`src/rtl/_bus32_pkg.sv`:
```
// Shared definitions for the 32-bit transceiver bus reader.
//   state_e : controller state encoding (IDLE, DRIVE, RESP)
//   BUS_W   : width of the shared data bus
//   CNT_W   : width of the settle counter (holds SETTLE-1, SETTLE <= 15)
package _bus32_pkg;

    localparam int BUS_W = 32;
    localparam int CNT_W = 4;

    typedef enum logic [1:0] {
        ST_IDLE  = 2'd0,
        ST_DRIVE = 2'd1,
        ST_RESP  = 2'd2
    } state_e;

endpackage : _bus32_pkg

```
`src/rtl/_bus32_oe_dec.sv`:
```
// Output-enable decoder for the 74x245 source transceivers.
// Turns a registered source index plus a drive flag into an active-low
// one-hot enable vector. With the drive flag low every enable is high,
// so no source can reach the bus.
//   src_i   [SW-1:0] : registered source slot index
//   drive_i          : 1 while the controller is in its drive state
//   g_o     [N-1:0]  : per-slot active-low output enable
module _bus32_oe_dec #(
    parameter int N  = 8,
    parameter int SW = 3
) (
    input  logic [SW-1:0] src_i,
    input  logic          drive_i,
    output logic [N-1:0]  g_o
);

    always_comb begin
        g_o = '1;
        if (drive_i) begin
            for (int i = 0; i < N; i++) begin
                if (src_i == SW'(i)) begin
                    g_o[i] = 1'b0;
                end
            end
        end
    end

endmodule : _bus32_oe_dec

```
`src/rtl/_bus32_rd.sv`:
```
// Read controller at the receiving end of the shared 32-bit bus.
// Accepts a request naming a source slot, enables that slot's transceiver
// for SETTLE cycles, captures the bus on the last of them and returns the
// word on a valid/ready response channel. The drive and response phases
// never overlap, so at least two all-high enable cycles separate drives.
//   clk, rst_n           : clock, asynchronous active-low reset
//   req_valid/req_ready  : request handshake, req_src selects the slot
//   g [N-1:0]            : active-low per-slot output enables
//   bus [31:0]           : shared bus value
//   rsp_valid/rsp_ready  : response handshake
//   rsp_data, rsp_err    : captured word, out-of-range index flag
module _bus32_rd
    import _bus32_pkg::*;
#(
    parameter int N      = 8,
    parameter int SW     = (N <= 2) ? 1 : $clog2(N),
    parameter int SETTLE = 2
) (
    input  logic             clk,
    input  logic             rst_n,
    input  logic             req_valid,
    output logic             req_ready,
    input  logic [SW-1:0]    req_src,
    output logic [N-1:0]     g,
    input  logic [BUS_W-1:0] bus,
    output logic             rsp_valid,
    input  logic             rsp_ready,
    output logic [BUS_W-1:0] rsp_data,
    output logic             rsp_err
);

    generate
        if (SETTLE < 1 || SETTLE > 15 || N < 2 || N > 16 || N > (1 << SW)) begin : g_bad_param
            $error("_bus32_rd: illegal parameter combination");
        end
    endgenerate

    state_e             state_q, state_d;
    logic [SW-1:0]      src_q, src_d;
    logic [CNT_W-1:0]   cnt_q, cnt_d;
    logic [BUS_W-1:0]   data_q, data_d;
    logic               err_q, err_d;
    logic               ready_q, ready_d;
    logic               src_bad;

    assign src_bad = (32'(req_src) >= 32'(N));

    always_ff @(posedge clk or negedge rst_n) begin
        if (!rst_n) begin
            state_q <= ST_IDLE;
            src_q   <= '0;
            cnt_q   <= '0;
            data_q  <= '0;
            err_q   <= 1'b0;
            ready_q <= 1'b0;
        end else begin
            state_q <= state_d;
            src_q   <= src_d;
            cnt_q   <= cnt_d;
            data_q  <= data_d;
            err_q   <= err_d;
            ready_q <= ready_d;
        end
    end

    always_comb begin
        state_d = state_q;
        src_d   = src_q;
        cnt_d   = cnt_q;
        data_d  = data_q;
        err_d   = err_q;
        unique case (state_q)
            ST_IDLE: begin
                if (req_valid && ready_q) begin
                    if (src_bad) begin
                        // Out-of-range slot: answer at once, never enable anything.
                        err_d   = 1'b1;
                        data_d  = '0;
                        state_d = ST_RESP;
                    end else begin
                        src_d   = req_src;
                        cnt_d   = CNT_W'(SETTLE - 1);
                        state_d = ST_DRIVE;
                    end
                end
            end
            ST_DRIVE: begin
                if (cnt_q == '0) begin
                    data_d  = bus;
                    err_d   = 1'b0;
                    state_d = ST_RESP;
                end else begin
                    cnt_d = cnt_q - 1'b1;
                end
            end
            ST_RESP: begin
                if (rsp_ready) begin
                    state_d = ST_IDLE;
                end
            end
            default: state_d = ST_IDLE;
        endcase
        // Registered so that ready stays low during reset and rises on the
        // first edge after release.
        ready_d = (state_d == ST_IDLE);
    end

    // Enables are decoded from registers only, so reset clears them
    // asynchronously without waiting for an edge.
    _bus32_oe_dec #(
        .N  (N),
        .SW (SW)
    ) u_oe_dec (
        .src_i   (src_q),
        .drive_i (state_q == ST_DRIVE),
        .g_o     (g)
    );

    assign req_ready = ready_q;
    assign rsp_valid = (state_q == ST_RESP);
    assign rsp_data  = data_q;
    assign rsp_err   = err_q;

    a_one_driver : assert property (@(posedge clk) $countones(~g) <= 1)
        else $error("_bus32_rd: more than one output enable active");

endmodule : _bus32_rd

```
`config.mk`:
```
export PLATFORM = sky130hd
export DESIGN_NAME = _bus32_rd
export DESIGN_NICKNAME = d
export VERILOG_FILES = /design/src/rtl/_bus32_pkg.sv /design/src/rtl/_bus32_oe_dec.sv /design/src/rtl/_bus32_rd.sv
export SDC_FILE = /design/constraint.sdc
export NUM_CORES = 1
export LEC_CHECK = 0
export BUFFER_PORTS_ARGS = -buffer_cell sky130_fd_sc_hd__buf_2
export CORE_MARGIN = 4
export CORE_UTILIZATION = 40
export DETAILED_ROUTE_END_ITERATION = 16
export GPL_ROUTABILITY_DRIVEN = 0
export PLACE_DENSITY = 0.69
export SETUP_SLACK_MARGIN = 0.5
export SYNTH_ARGS = -nofsm -noshare
export SYNTH_HDL_FRONTEND = slang
export SYNTH_SLANG_ARGS = --single-unit
export TNS_END_PERCENT = 5
```
`constraint.sdc`:
```
create_clock -name clk -period 2.21 [get_ports clk]
set_input_delay 0.442 -clock clk [delete_from_list [all_inputs] [get_ports clk]]
set_output_delay 0.442 -clock clk [all_outputs]
set_load 0.02 [all_outputs]
```
; After elaboration in Yosys (flattened, before gate mapping)
; Index checks and enable logic that the tools add are counted.
[word_totals]
register_bits = 42
inputBits = 39
out_inout_bits = 43
[op_classes]
add_sub_neg = 1
eq_ne = 11
muxes = 16
n_reduce_logical = 9
[op_table]
columns = operator, n
row1 = "3-bit equality test, second input constant", 4
row2 = 1-bit two-way mux, 8
row3 = 4-bit two-way mux, 2
row4 = 8-bit two-way mux, 1
row5 = 4-bit case mux with 2 select lines, 1
row6 = "3-bit by 2-bit equality test with 1-bit output, second input constant", 2
row7 = 2-bit two-way mux, 3
row8 = 2-bit case mux with 3 select lines, 1
row9 = 2-bit logical NOT, 2
row10 = 4-bit logical NOT, 1
row11 = "2-bit inequality test, second input constant", 2
row12 = 2-bit AND reduction, 2
row13 = "4-bit by 1-bit subtractor with 4-bit output, second input constant", 1
row14 = "3-bit by 1-bit equality test with 1-bit output, second input constant", 1
row15 = 3-bit logical NOT, 1
row16 = 3-bit AND reduction, 1
row17 = "2-bit by 1-bit equality test with 1-bit output, second input constant", 1
row18 = "2-bit equality test, second input constant", 1
row19 = 2-bit nonzero test, 1
row20 = 1-bit logical AND, 1

; Logic depth before layout (Yosys ltp)
; Gate-level depths: netlist of the first run.
[logic_depth]
depth_word = 4
ltp_mapped = 6

; Cells and area by module
; From an unflattened synthesis of the first run, not the netlist that was laid out.
[unflattened]
cells_unflattened = 119
hier_area_um2 = 1889.3
[by_module_without_submodules]
columns = module, instances, cells_per_inst, area_each_um2, seq_area_each_um2
row1 = _bus32_rd, 1, 111, 1813.0, 1051.0
row2 = _bus32_oe_dec, 1, 8, 76.3, 0.0

; Worst setup path after synthesis of the first run
; Ideal clock, no wire load.
[synth_timing]
path_type = reg2reg
from = reg cnt_q[0]
to = reg data_q[10], in the netlist rsp_data[10]
arrival_ns = 1.400
required_ns = 2.085
slack_ns = 0.685
path_stages_with_launch = 7
n_path_buf = 1
cell_sequence = dfrtp_1 inv_1 ha_1 nor3b_2 nand2_2 buf_6 mux2_4
[synth_via]
elab_chain_len = 2
[synth_lines]
columns = item, line_no
row1 = "start, declared", _bus32_rd.sv:40  ; logic [CNT_W-1:0] cnt_q, cnt_d;
row2 = "start signal, assigned", _bus32_rd.sv:59  ; cnt_q <= cnt_d;
row3 = 4-bit logical NOT, _bus32_rd.sv:88  ; if (cnt_q == '0) begin
row4 = 2-bit AND reduction (no source line), -
row5 = "end signal, assigned", _bus32_rd.sv:60  ; data_q <= data_d;
row6 = "end, declared", _bus32_rd.sv:41  ; logic [BUS_W-1:0] data_q, data_d;
; Every way passes these cells.
; A chain may end at the register's enable or synchronous reset.

; Final worst setup path of the first run
[layout_timing]
from = reg state_q[1]
to = out g[7]
[layout_via]
elab_chain_len = 2
[layout_lines]
columns = item, line_no
row1 = "start, declared", _bus32_rd.sv:38  ; state_e state_q, state_d;
row2 = "start signal, assigned", _bus32_rd.sv:57  ; state_q <= state_d;
row3 = 2-bit by 1-bit equality test with 1-bit output, _bus32_rd.sv:115  ; .drive_i (state_q == ST_DRIVE),
row4 = 8-bit two-way mux, _bus32_oe_dec.sv:19  ; if (drive_i) begin
row5 = "end, declared", _bus32_rd.sv:24  ; output logic [N-1:0] g,
; Every way passes these cells.

==> results_dict.tcl, run 1 <==
set metrics [dict create \
    syn_nets 165 \
    io_pins 82 \
    cpPeakStageDelay_ns 0.39 \
    initial_core_util_pct 41.9 \
    finalSetupTns_ns 0 \
    worstRegToRegCells 6 \
    arrival_ns 1.25 \
    clk_pin_slew_ns 0.07 \
    placementRows 24 \
    path_delay_family "flip-flops" \
    critPathSlowestCell "dfrtp_1" \
    drive_gt1_share_pct 63.4 \
    finalHoldViolCount 0 \
    ys.flop_type "dfrtp_1" \
    cts_buffer_depth 2 \
    place_inst 254 \
    wl_mm 3.70 \
    clk_latency_ns 0.29 \
    met3_length_um 304 \
    clock_skew_ns 0.00464 \
    core-area_mm2 0.00444 \
    clockRootBuffer "clkbuf_8" \
    grt_overflow 0 \
    vias_per_cell 4.79 \
    p_sw_mw 1.49 \
    grt_pass1_wl_mm 6.21 \
    hold_path.class "in -> async" \
    grt_max_degree 43 \
    htreeDepth 2 \
    place.detailed.hpwl_mm 2.64 \
    startpoint "state_q[1]$_DFF_PN0_" \
    antenna_left 0 \
    r2r-start "cnt_q[0]$_DFFE_PN0P_" \
    power.density_mw_per_mm2 1650 \
    syn_avg_cell_area_um2 15.0 \
    min_period_ns 1.69 \
    crit_type "reg -> out" \
    ys_warn_count 0 \
    cp-start-kind "flop" \
    p_clk_share_pct 17.7 \
    synth-edff-count 0 \
    crit_path_cell_trace "and2b_4 > nand4_1 > buf_2" \
    synth-async-reset-ratio_pct 100 \
    die_x_um 76.3 \
    drcViolationCount 0 \
    dieHeight_um 76.3 \
    diodes 0 \
    met1_length_mm 1.65 \
    syn_area_mm2 0.00186 \
    die_area_mm2 0.00582 \
    top_layer "met4" \
    drv_cap 0 \
    io_buffers 80 \
    setup_violations 0 \
    internal-power_mw 2.67 \
    clock.fmax_mhz 591 \
    nNetsFinal 253 \
    cp-end-kind "output port" \
    pwr-share-comb_pct 48.4 \
    wl_met2_mm 1.70 \
    seqPwrFrac_pct 33.9 \
    worstPathMaxFanout 5 \
    peakVddDrop_mv 0.793 \
    track_usage_pct 13.3 \
    p_leak_nw 1.33 \
    antenna_found_initial 0 \
    vias 1269 \
    cts_buffers 5 \
    ys_ff_latch 42 \
    synth_seq_area_share_pct 56.4 \
    ctsHoldBuffers 0 \
    status "complete, no violations" \
    cts_tree "done" \
    finalCritPeriodShare_pct 76.6 \
    p_sw_share_pct 35.8 \
    cts.sinks 42 \
    rsz0062_at_grt "true" \
    synth_cell_type_count 29 \
    slew_violations 0 \
    postSynthCellCount 124 \
    path_buf_inv 1 \
    post_drt_wl_per_cell_um 14.0 \
    crit_required_ns 1.77 \
    area_growth_pct 34.8 \
    grt_pass1_vias 1318 \
    final_cells 265 \
    cp.depth 3 \
    first_pass_iters 4 \
    drt_iter0_markers 60 \
]
## power by group through the flow
stage,Sequential [mW],Combinational (mW),Clock (mW)
after floorplan,1.78,1.03,0
after global placement,1.42,1.92,0
after detailed placement,1.41,1.96,0
after CTS,1.41,2.02,0.760
after global routing,1.47,2.15,0.797
final,1.41,2.01,0.735
## metrics by stage
| stage | instance area, um2 | utilization (%) | total power, mW | hold slack, ns | setup slack [ns] |
|---|---|---|---|---|---|
| after detailed placement | 2330 | 52.4 | 3.37 | 0.434 | 0.599 |
| after CTS | 2510 | 56.4 | 4.20 | 0.113 | 0.490 |
| after floorplan | 1860 | - | 2.81 | 0.146 | 0.685 |
| after global placement | 2330 | 52.4 | 3.34 | 0.434 | 0.634 |
| after global routing | 2510 | 56.6 | 4.41 | 0.118 | 0.457 |
| final | 2510 | 56.6 | 4.15 | 0.110 | 0.518 |
## routing by layer
metal | global-route usage, % | up-vias
met5 | 0 | -
met2 | 21.2 | 56
li1 | - | 602
met1 | 16.7 | 606
met3 | 4.26 | 5
met4 | 5.43 | 0
## area by class of cell
cell class,instances,area (um2)
Sequential cell,42,1050
Multi-Input combinational cell,73,767
Timing Repair Buffer,86,473
Clock inverter,2,60.1
Tap cell,52,65.1
Inverter,4,15.0
Fill cell,385,1930
Clock buffer,6,82.6
## final timing paths
check / end / slack, ns
min in group clk: state_q[1]$_DFF_PN0_ / 0.37
worst max register to register: rsp_data[2]$_DFFE_PN0P_ / 0.59
worst max-delay path: g[7] / 0.52
worst min-delay path: rsp_data[24]$_DFFE_PN0P_ / 0.11
worst min register to register: cnt_q[0]$_DFFE_PN0P_ / 0.50
max in group asynchronous: src_q[0]$_DFFE_PN0P_ / 1.89
## cell usage after synthesis (2+ instances only)
| cell type | count | area (um2) |
|---|---|---|
| dfrtp_1 | 42 | 1050 |
| nor2b_1 | 3 | 18.8 |
| mux2_2 | 6 | 67.6 |
| nor2_1 | 5 | 18.8 |
| buf_6 | 3 | 33.8 |
| inv_1 | 4 | 15.0 |
| mux2i_1 | 2 | 20.0 |
| nand2_1 | 3 | 11.3 |
| mux2_4 | 29 | 435 |
| nand2b_1 | 3 | 18.8 |
| nand3_1 | 4 | 20.0 |
| o21ai_0 | 2 | 10.0 |
| ha_1 | 2 | 25.0 |
## flip-flops by register name, indices dropped and copies added (netlist names)
| register | cells |
|---|---|
| rsp_data | 32 |
| src_q | 3 |
| state_q | 2 |
| cnt_q | 4 |
| req_ready | 1 |
## cells in the final DEF, fill, tap and decap left out, types with 3 or more instances in the layout
| cell | n |
|---|---|
| buf_2 | 79 |
| buf_4 | 5 |
| clkbuf_8 | 6 |
| dfrtp_1 | 42 |
| inv_1 | 4 |
| mux2_2 | 6 |
| mux2_4 | 29 |
| nand2_1 | 3 |
| nand3_1 | 4 |
| nor2_1 | 4 |
| nor2b_1 | 3 |
## cells by family (layout without fill, tap and decap cells)
| logic type | Yosys count | in the layout | synth area share (%) |
|---|---|---|---|
| AOI/OAI and AO/OA | 5 | 5 | 1.74 |
| adders and majority gates | 2 | 2 | 1.34 |
| and+or+nand+nor | 28 | 28 | 8.99 |
| DFF | 42 | 42 | 56.4 |
| muxes | 37 | 37 | 28.1 |
| buffers and inverters | 9 | 98 | 3.29 |
| other | 1 | 1 | 0.201 |
## repair_timing
action	in CTS	in global routing
endpoints found under the setup margin	5	12
buffers inserted	2	1
gates resized for setup	5	0
pin swaps	1	1
No activity file was read; power rests on OpenSTA's default activity.
==> run 2, diff against run 1 <==
- PLACE_DENSITY: 0.69 -> 0.72
- clock period: 2.21 -> 1.55 ns (I/O delays scaled with it)
==> results_dict.tcl, run 2 (synthesis results as in run 1) <==
set metrics [dict create \
    status "finished, violations left" \
    violations "setup timing" \
    rsz0062_at_grt "true" \
    p_leak_nw 1.47 \
    clock.fmax_mhz 641 \
    power.density_mw_per_mm2 2370 \
    htreeDepth 2 \
    post_drt_wl_per_cell_um 15.9 \
    nNetsFinal 261 \
    crit_type "reg -> reg" \
    crit_required_ns 1.72 \
    cts_buffers 5 \
    slew_violations 0 \
    vias 1324 \
    setup_violations 14 \
    hold_path.class "in -> reg" \
    critPathSlowestCell "dfrtp_1" \
    clk_latency_ns 0.29 \
    first_pass_iters 4 \
    drive_gt1_share_pct 67.9 \
    r2r_slack_ns -0.01 \
    place.detailed.hpwl_mm 2.80 \
    wl_mm 4.34 \
    cts_buffer_depth 2 \
    layout_common_cells "dfrtp_1, buf_6, buf_2" \
    whs_ns 0.221 \
    dieHeight_um 76.3 \
    core-area_mm2 0.00444 \
    grt_overflow 0 \
    arrival_ns 1.73 \
    path_buf_inv 2 \
    grt_max_degree 26 \
    antenna_left 0 \
    cp-endpoint "rsp_data[11]$_DFFE_PN0P_" \
    cts_tree "done" \
    drv_cap 0 \
    worstRegToRegCells 6 \
    area_growth_pct 54.2 \
    initial_core_util_pct 41.9 \
    antenna_found_initial 0 \
    finalHoldViolCount 0 \
    clk_pin_slew_ns 0.07 \
    path_delay_family "flip-flops" \
    finalCritPeriodShare_pct 101 \
    grt_pass1_vias 1352 \
    cp.depth 6 \
    cp-start-kind "flop" \
    io_buffers 80 \
    r2r-start "cnt_q[0]$_DFFE_PN0P_" \
    die_area_mm2 0.00582 \
    largest_register_ffs 32 \
    fillCellCount 317 \
    rr_endpoint "rsp_data[11]$_DFFE_PN0P_" \
    cp-end-kind "flop" \
    min_period_ns 1.56 \
    peakVddDrop_mv 0.939 \
    drcViolationCount 0 \
    cpPeakStageDelay_ns 0.39 \
    crit_path_cell_trace "inv_2 > ha_4 > nor3b_4 > nand2_4 > buf_12 > mux2_4" \
    min_path_cells 2 \
    clock_skew_ns 0.00256 \
    setup_ws_ns -0.0104 \
    track_usage_pct 14.9 \
    final_cells 273 \
    clockRootBuffer "clkbuf_8" \
    die_x_um 76.3 \
    vias_per_cell 4.85 \
    grt_pass1_wl_mm 6.89 \
    place_inst 260 \
    diodes 0 \
    io_pins 82 \
    final_util_pct 64.7 \
    cts.sinks 42 \
    drt_iter0_markers 50 \
    placementRows 24 \
    worstPathMaxFanout 23 \
    startpoint "cnt_q[0]$_DFFE_PN0P_" \
]
## run 2: changes by cell type in the layout (fill, tap and decap cells not counted), sizes merged
cell | before | now
clkbuf | 6 | 8
bufinv | 2 | 1
dlygate4sd3 | 0 | 1
buf | 86 | 92
## run 2: worst min-delay path by stage
| stage | from | to |
|---|---|---|
| after global routing | rsp_ready | state_q[1]$_DFF_PN0_ |
| after detailed placement | rst_n | rsp_data[27]$_DFFE_PN0P_ |
| after CTS | rsp_ready | state_q[1]$_DFF_PN0_ |
| final | rsp_ready | state_q[1]$_DFF_PN0_ |
| after floorplan | rst_n | cnt_q[0]$_DFFE_PN0P_ |
| after global placement | rst_n | rsp_data[29]$_DFFE_PN0P_ |
## run 2: stage by stage
step                setup WS (ns)  area (um2)   TNS, ns  power [mW]
floorplan                  0.0248        1860         0        4.01
global placement           0.0332        2380         0        4.89
detailed placement        -0.0193        2380    -0.123        4.94
CTS                      -0.00621        2840  -0.00698        6.72
global route              -0.0590        2870     -1.40        7.16
finish                    -0.0104        2870   -0.0684        6.81
## run 2: metal layers
layer / track usage [%] / up-vias / part of all wire (%)
li1: - / 620 / -
met3: 4.96 / 4 / 8.6
met5: 0 / - / 0
met4: 5.43 / 0 / 1.4
met1: 19.9 / 630 / 44
met2: 22.6 / 70 / 46
## run 2: timing repair
item | 4_1_cts | 5_1_grt
hold buffers | 1 | 0
pin swaps | 6 | 6
endpoints found under the setup margin | 84 | 109
resized for setup | 99 | 9
setup buffers | 3 | 1
endpoints found under the hold margin | 17 | 0
## run 2: final cells by class
class | instances | area (um2) | share of cell area [%]
clock buffers | 7 | 76.3 | 2.66
clock inverters | 1 | 30.0 | 1.04
inverters | 4 | 15.0 | 0.522
multi-input cells | 73 | 833 | 29.0
flip-flops and latches | 42 | 1050 | 36.6
well taps | 52 | 65.1 | 2.26
repair buffers | 94 | 802 | 27.9
## run 2: worst register-to-register path, stage by stage, from the launching register on
cell and delay (ns):
dfrtp_1 0.39, inv_2 0.09, ha_4 0.14, nor3b_4 0.23
nand2_4 0.10, buf_12 0.18, mux2_4 0.32
## run 2: power by group
| group | switching, mW | internal, mW |
|---|---|---|
| clock | 0.344 | 0.482 |
| sequential | 0.487 | 1.67 |
| combinational | 1.56 | 2.27 |
==> run 3, diff against run 2 <==
- CTS_BUF_LIST: not set -> sky130_fd_sc_hd__clkbuf_8
- SKIP_CTS_REPAIR_TIMING: not set -> 1
==> results_dict.tcl, run 3 (synthesis results as in run 1) <==
set metrics [dict create \
    clock.fmax_mhz 637 \
    placementRows 24 \
    pwr-share-comb_pct 56.5 \
    dieHeight_um 76.3 \
    place_inst 260 \
    clock_skew_ns 0.00493 \
    r2r_slack_ns -0.02 \
    vias_per_cell 4.87 \
    cts_tree "done" \
    cp-end-kind "flop" \
    cts_buffer_depth 2 \
    worstPathMaxFanout 6 \
    first_pass_iters 2 \
    grt_pass1_wl_mm 6.11 \
    violations "hold timing, setup timing" \
    htreeDepth 2 \
    final_common_cell "buf_2" \
    io_pins 82 \
    clk_pin_slew_ns 0.08 \
    wl_mm 4.38 \
    initial_core_util_pct 41.9 \
    setup_violations 25 \
    internal-power_mw 4.42 \
    layout_common_cells "buf_2, dfrtp_1, buf_6" \
    min_period_ns 1.57 \
    cts.sinks 42 \
    clk_latency_ns 0.29 \
    grt_max_degree 26 \
    power.density_mw_per_mm2 2360 \
    die_x_um 76.3 \
    largest_register_ffs 32 \
    drive_gt1_share_pct 68.3 \
    grt_pass1_vias 1298 \
    rsz0062_at_grt "true" \
    p_sw_share_pct 35.3 \
    p_leak_nw 1.49 \
    clockRootBuffer "clkbuf_8" \
    drv_cap 0 \
    slew_violations 0 \
    whs_ns -0.0438 \
    vias 1344 \
    finalCritPeriodShare_pct 101 \
    core-area_mm2 0.00444 \
    setup_ws_ns -0.0208 \
    post_drt_wl_per_cell_um 15.9 \
    die_area_mm2 0.00582 \
    final_cells 276 \
    place.detailed.hpwl_mm 2.80 \
    drcViolationCount 0 \
    cts_buffers 5 \
    p_clk_share_pct 11.9 \
    peakVddDrop_mv 1.04 \
    area_growth_pct 55.3 \
    nNetsFinal 264 \
    track_usage_pct 13.2 \
    finalHoldViolCount 17 \
    p_sw_mw 2.41 \
    cp-start-kind "flop" \
    crit_type "reg -> reg" \
    antenna_found_initial 0 \
    drt_iter0_markers 48 \
    crit_required_ns 1.73 \
    io_buffers 80 \
    seqPwrFrac_pct 31.6 \
    arrival_ns 1.75 \
    diodes 0 \
    hold_path.class "in -> async" \
    grt_overflow 0 \
    status "finished, violations left" \
    antenna_left 0 \
]
[run 3: cell types whose count changed in the layout (fill, tap and decap cells not counted), moves of 2 or more]
| cell | change |
|---|---|
| mux2_2 | +3 |
| mux2_4 | -3 |
| clkbuf_1 | -2 |
| buf_2 | +4 |
| buf_6 | -2 |
| clkbuf_16 | +2 |
| inv_1 | +2 |
[run 3: per-stage QoR]
step           total power [mW]  setup WS [ns]  util (%)  cell area (um2)  setup TNS [ns]
6_report                   6.83        -0.0208      65.1             2900          -0.221
5_1_grt                    7.19        -0.0690      65.1             2900           -1.90
4_1_cts                    5.78         -0.156      55.9             2480          -0.785
3_5_place_dp               4.94        -0.0193      53.5             2380          -0.123
3_3_place_gp               4.89         0.0332      53.5             2380               0
2_1_floorplan              4.01         0.0248         -             1860               0
[run 3: final timing paths]
| check | end | cells past startpoint | startpoint |
|---|---|---|---|
| worst max-delay path | rsp_data[10]$_DFFE_PN0P_ | 6 | cnt_q[0]$_DFFE_PN0P_ |
| worst min-delay path | rsp_data[27]$_DFFE_PN0P_ | 1 | rst_n |
| worst max register to register | rsp_data[10]$_DFFE_PN0P_ | 6 | cnt_q[0]$_DFFE_PN0P_ |
| worst min register to register | rsp_data[1]$_DFFE_PN0P_ | 1 | rsp_data[1]$_DFFE_PN0P_ |
| max in group asynchronous | rsp_data[25]$_DFFE_PN0P_ | 2 | rst_n |
| min in group clk | state_q[1]$_DFF_PN0_ | 2 | rsp_ready |
[run 3: layout make-up]
type	count	area, um2
Multi-Input combinational cell	73	822
Timing Repair Buffer	97	835
Sequential cell	42	1050
Tap cell	52	65.1
Clock inverter	3	37.5
Fill cell	309	1550
Inverter	4	15.0
Clock buffer	5	68.8
[run 3: metal layers]
metal  track usage, %  up-vias  part of all wire (%)
met3             5.44        4                   7.5
met1             17.2      644                    44
met2             19.2       68                    47
met5                0        -                     0
li1                 -      628                     -
met4             5.43        0                   1.3
[run 3: worst max-delay path: stages, from the launching register on]
cell and delay (ns):
dfrtp_1 0.40, inv_2 0.08, ha_4 0.13, nor3b_4 0.22, nand2_4 0.13, clkbuf_16 0.19, mux2_4 0.30
[run 3: power by group through the flow]
| stage | logic [mW] | registers [mW] | clock network (mW) |
|---|---|---|---|
| 2_1_floorplan | 1.47 | 2.54 | 0 |
| 3_3_place_gp | 2.90 | 1.99 | 0 |
| 3_5_place_dp | 2.93 | 2.01 | 0 |
| 4_1_cts | 2.94 | 2.00 | 0.844 |
| 5_1_grt | 4.07 | 2.23 | 0.899 |
| 6_report | 3.86 | 2.16 | 0.814 |
